===== config.mk =====
export PLATFORM = sky130hd
export DESIGN_NAME = ps2_key_event_fsm
export DESIGN_NICKNAME = d
export VERILOG_FILES = /design/src/rtl/ps2_key_event_fsm.sv
export SDC_FILE = /design/constraint.sdc
export NUM_CORES = 1
export LEC_CHECK = 0
export CAP_MARGIN = 20
export CORE_MARGIN = 3
export CORE_UTILIZATION = 43
export DETAILED_ROUTE_END_ITERATION = 7
export GPL_ROUTABILITY_DRIVEN = 1
export PLACE_DENSITY = 0.77
export REMOVE_ABC_BUFFERS = 1
export SYNTH_ARGS = -nofsm -noshare
export SYNTH_HDL_FRONTEND = slang
export SYNTH_SLANG_ARGS = --single-unit
export TNS_END_PERCENT = 1

===== constraint.sdc =====
create_clock -name clk -period 2 [get_ports clk]
set_input_delay 0.3 -clock clk [delete_from_list [all_inputs] [get_ports clk]]
set_output_delay 0.3 -clock clk [all_outputs]
set_load 0.02 [all_outputs]

===== src/rtl/ps2_key_event_fsm.sv =====
// PS/2 set-2 scan-code consumer: pops bytes from the receiver FIFO and tracks a
// single held key (make/break/E0 prefixes), a press counter and press/release strobes.
module ps2_key_event_fsm #(
    parameter int COUNT_W = 8
) (
    input  logic               clk,
    input  logic               clrn,
    input  logic               ready,
    input  logic [7:0]         data,
    input  logic               overflow,
    output logic               nextdata_n,
    output logic               key_valid,
    output logic [7:0]         key_code,
    output logic               key_ext,
    output logic [COUNT_W-1:0] press_cnt,
    output logic               press_pulse,
    output logic               release_pulse
);

    typedef enum logic [1:0] {S_IDLE, S_EXT, S_BRK, S_EXT_BRK} state_e;

    state_e             state_q, state_d;
    logic               nextdata_n_q, nextdata_n_d;
    logic               key_valid_q, key_valid_d;
    logic [7:0]         key_code_q, key_code_d;
    logic               key_ext_q, key_ext_d;
    logic [COUNT_W-1:0] cnt_q, cnt_d;
    logic               press_q, press_d;
    logic               rel_q, rel_d;

    logic consume, take, is_ctrl, is_prefix, ext;

    // A pop is only issued when the previous pop strobe has retired.
    assign consume   = ready & nextdata_n_q;
    assign take      = consume & ~overflow;
    assign is_ctrl   = (data == 8'h00) || (data == 8'hAA) || (data == 8'hEE) ||
                       (data == 8'hFA) || (data == 8'hFE) || (data == 8'hFF);
    assign is_prefix = (data == 8'hE0) || (data == 8'hF0);
    assign ext       = (state_q == S_EXT) || (state_q == S_EXT_BRK);

    always_ff @(posedge clk or negedge clrn) begin
        if (!clrn) begin
            state_q      <= S_IDLE;
            nextdata_n_q <= 1'b1;
            key_valid_q  <= 1'b0;
            key_code_q   <= 8'h00;
            key_ext_q    <= 1'b0;
            cnt_q        <= '0;
            press_q      <= 1'b0;
            rel_q        <= 1'b0;
        end else begin
            state_q      <= state_d;
            nextdata_n_q <= nextdata_n_d;
            key_valid_q  <= key_valid_d;
            key_code_q   <= key_code_d;
            key_ext_q    <= key_ext_d;
            cnt_q        <= cnt_d;
            press_q      <= press_d;
            rel_q        <= rel_d;
        end
    end

    always_comb begin
        state_d = state_q;
        if (overflow) begin
            state_d = S_IDLE;
        end else if (consume) begin
            if (data == 8'hE0) begin
                state_d = S_EXT;
            end else if (data == 8'hF0) begin
                case (state_q)
                    S_IDLE:  state_d = S_BRK;
                    S_EXT:   state_d = S_EXT_BRK;
                    default: state_d = state_q;
                endcase
            end else begin
                state_d = S_IDLE;
            end
        end
    end

    always_comb begin
        nextdata_n_d = ~consume;
        key_valid_d  = key_valid_q;
        key_code_d   = key_code_q;
        key_ext_d    = key_ext_q;
        cnt_d        = cnt_q;
        press_d      = 1'b0;
        rel_d        = 1'b0;
        if (take && !is_ctrl && !is_prefix) begin
            if (state_q == S_IDLE || state_q == S_EXT) begin
                // Same code and prefix while held is typematic repeat.
                if (!(key_valid_q && key_code_q == data && key_ext_q == ext)) begin
                    key_valid_d = 1'b1;
                    key_code_d  = data;
                    key_ext_d   = ext;
                    cnt_d       = cnt_q + COUNT_W'(1);
                    press_d     = 1'b1;
                end
            end else if (key_valid_q && key_code_q == data && key_ext_q == ext) begin
                key_valid_d = 1'b0;
                key_code_d  = 8'h00;
                key_ext_d   = 1'b0;
                rel_d       = 1'b1;
            end
        end
    end

    assign nextdata_n    = nextdata_n_q;
    assign key_valid     = key_valid_q;
    assign key_code      = key_code_q;
    assign key_ext       = key_ext_q;
    assign press_cnt     = cnt_q;
    assign press_pulse   = press_q;
    assign release_pulse = rel_q;

endmodule

==> impl_metrics.json <==
{
  "antennaDiodeCount": 0,
  "num_vias": 1078,
  "crit_path_end_kind": "flip-flop",
  "totalPowerFinal_mw": 1.509,
  "reg2reg_to": "key_code[7]",
  "arrival_ns": 2.17,
  "synthCells": 111,
  "setup_viol": 0,
  "muxShareOfSynthArea_pct": 12.50,
  "syn-cell-area_um2": 1291,
  "p_leak_nw": 0.8585,
  "fin_crit_ns": 1.967,
  "synth-seq-cells": 23,
  "cp.required_ns": 2.20,
  "cp_max_fo": 5,
  "synthXorXnorAreaFrac_pct": 10.85,
  "synth_top_family_by_area": "simple AND/OR/NAND/NOR gates",
  "cts_buffer_depth": 2,
  "top_level_ports": 33,
  "n_fill_cell": 236,
  "fmax_mhz": 508.5,
  "finalSetupTns_ns": 0,
  "io_buffers": 32,
  "hold_viol": 0,
  "multi_input_area_um2": 724.4,
  "grt_pass1_vias": 1131,
  "ir_worst_vdd_uv": 430.5,
  "ys_types": 30,
  "drive_gt1_share_pct": 35.03,
  "viasPerCell": 5.183,
  "max_stage_delay_ns": 0.56,
  "status": "finished, final reports clean",
  "synth_fa_ha_area_share_pct": 2.907,
  "die_h_um": 60.80,
  "critical_path.reg2reg.startpoint": "nextdata_n",
  "tightest_slew_ns": 0.6002,
  "slew_headroom_pct": 59.86,
  "start_util_pct": 46.03,
  "startpoint_type": "flip-flop",
  "crit_type": "flip-flop to flip-flop",
  "routed_wl_um": 3165,
  "first_iter_violations": 34,
  "fin_skew_ns": 0.01762,
  "wl_per_cell_um": 15.22,
  "antenna_left": 0,
  "cts_tree": "done",
  "core_um2": 2805,
  "synth-simple-area-share_pct": 20.83,
  "insertion_delay_ns": 0.32,
  "antenna_found_initial": 0,
  "gp_congestion": 0.8603,
  "die-area_um2": 3697,
  "final_common_cell": "buf_4",
  "ff2ff_setup_slack_ns": 0.03,
  "hpwlAfterDp_um": 2461,
  "synth_compound_area_share_pct": 5.039,
  "avgSynthCellArea_um2": 11.63,
  "cts-buffers-inserted": 3,
  "rsz0062_at_grt": "true",
  "drc": 0,
  "synth_seq_area_share_pct": 44.67,
  "grt_usage_pct": 18.49,
  "hp-class": "input port to async pin",
  "first_pass_iters": 4,
  "clock-sinks": 23,
  "synth_warnings": 0,
  "grt_first_pass_wirelength_um": 5043,
  "mostFrequentLayoutCells": "buf_4, clkdlybuf4s50_1, dfrtp_1",
  "placementRows": 19,
  "gr-total-overflow": 0,
  "slew_violations": 0,
  "grt_max_degree": 14,
  "cts_root_buf": "clkbuf_4",
  "drv_cap": 0,
  "power.density_nw_per_um2": 772.4,
  "clk_pin_slew_ns": 0.14,
  "syn_to_final_growth_pct": 51.26,
  "fin_nets": 193,
  "final.period_utilization_pct": 98.33,
  "fp.dieW_um": 60.80,
  "register_area_um2": 576.8,
  "path_cells": "nand2_2 > or2_4 > a2111oi_4 > nor2b_4 > buf_6 > mux2_4",
  "slowest_stage": "dfstp_2",
  "h-tree-depth": 1,
  "r2r_cells": 6
}
-- synth_stat cells --
cell / count / share of area [%]
or2_1: 1 / 0.48
nand4_1: 6 / 2.9
or4_1: 1 / 0.58
inv_1: 3 / 0.87
nor3_1: 2 / 0.78
and3_1: 4 / 1.9
and2_1: 3 / 1.5
o31a_1: 1 / 0.68
clkbuf_1: 2 / 0.58
dfrtp_1: 22 / 43
nand2_1: 5 / 1.5
xnor2_1: 16 / 11
nand3_1: 4 / 1.6
nor2b_1: 8 / 3.9
a21oi_2: 1 / 0.68
mux2_4: 10 / 12
or4_4: 1 / 0.87
dfstp_2: 1 / 2.0
ha_1: 3 / 2.9
a21oi_1: 1 / 0.39
a2111oi_4: 1 / 2.1
nand2_2: 1 / 0.48
nor4_1: 1 / 0.48
nor2_1: 6 / 1.7
nor2b_4: 1 / 1.1
buf_6: 2 / 1.7
nand2b_1: 1 / 0.48
a2111oi_2: 1 / 1.2
nor2b_2: 1 / 0.68
mux2_1: 1 / 0.87
-- how the worst max path moves through the flow --
| stage | startpoint | end | slack (ns) | depth (start not counted) |
|---|---|---|---|---|
| global placement | data[6] | key_ext | -0.45 | 9 |
| detailed placement | data[7] | key_valid | -0.50 | 9 |
| floorplan | nextdata_n | key_code[0] | -0.24 | 5 |
| finish | nextdata_n | key_code[7] | 0.03 | 6 |
| global route | key_code[5] | key_code[7] | -0.04 | 8 |
| CTS | nextdata_n | key_code[7] | 0.003 | 6 |
-- metal layers --
layer | wire [um] | GRT usage, % | share of wire (%) | up-vias
met2 | 1706 | 33.74 | 54 | 28
met3 | 93 | 2.553 | 2.9 | 6
met4 | 59 | 7.121 | 1.9 | 0
met5 | 0 | 0 | 0 | -
met1 | 1306 | 21.74 | 41 | 531
li1 | - | - | - | 513
-- what timing repair did --
action / CTS / global route
pin swaps: 4 / 5
resized for setup: 15 / 2
hold buffers: 0 / 0
setup buffers: 5 / 2
setup endpoints to repair: 11 / 12
-- layout make-up --
cell class                 instances  area share [%]
inverter                           3          0.5766
multi-input combinational         81           37.09
sequential                        23           29.53
clock inverter                     1          0.2562
timing repair buffer              66           29.40
clock buffer                       3           1.153
tap                               31           1.986
-- sequential cells by signal, indices dropped and copies added (netlist names) --
register,count
nextdata_n,1
press_cnt,8
key_ext,1
key_code,8
state_q,2
key_valid,1
release_pulse,1
press_pulse,1
-- through the flow --
stage / cells / instance area (um2) / utilization [%] / setup slack, ns / hold slack [ns]
2_1_floorplan: 107 / 1261 / - / -0.2359 / 0.004409
3_3_place_gp: 197 / 1823 / 64.99 / -0.4456 / 0.4615
3_5_place_dp: 197 / 1823 / 64.99 / -0.5021 / 0.4722
4_1_cts: 206 / 1933 / 68.91 / 0.003035 / 0.3576
5_1_grt: 208 / 1953 / 69.63 / -0.04108 / 0.3564
6_report: 208 / 1953 / 69.63 / 0.03350 / 0.3431
-- cell families after synthesis --
family                   Yosys count
AND/OR/NAND/NOR                   46
flip-flops                        23
XOR/XNOR                          16
multiplexers                      11
buffers and inverters              7
AO/OA/AOI/OAI                      5
adder cells (fa/ha/maj)            3
-- critical path: cells and delay by family (launching register included) --
| kind | cells | cell delay [ns] |
|---|---|---|
| AOI/OAI and AO/OA | 1 | 0.32 |
| buffers and inverters | 1 | 0.15 |
| DFF | 1 | 0.56 |
| muxes | 1 | 0.30 |
| and+or+nand+nor | 3 | 0.52 |
-- report_power, final --
part	switching [mW]	total (mW)	leakage, nW	internal, mW
combinational	0.284	0.655	0.555	0.371
clock	0.142	0.216	0.0177	0.0747
sequential	0.0869	0.638	0.286	0.551
Power figures use the tool's default switching activity.
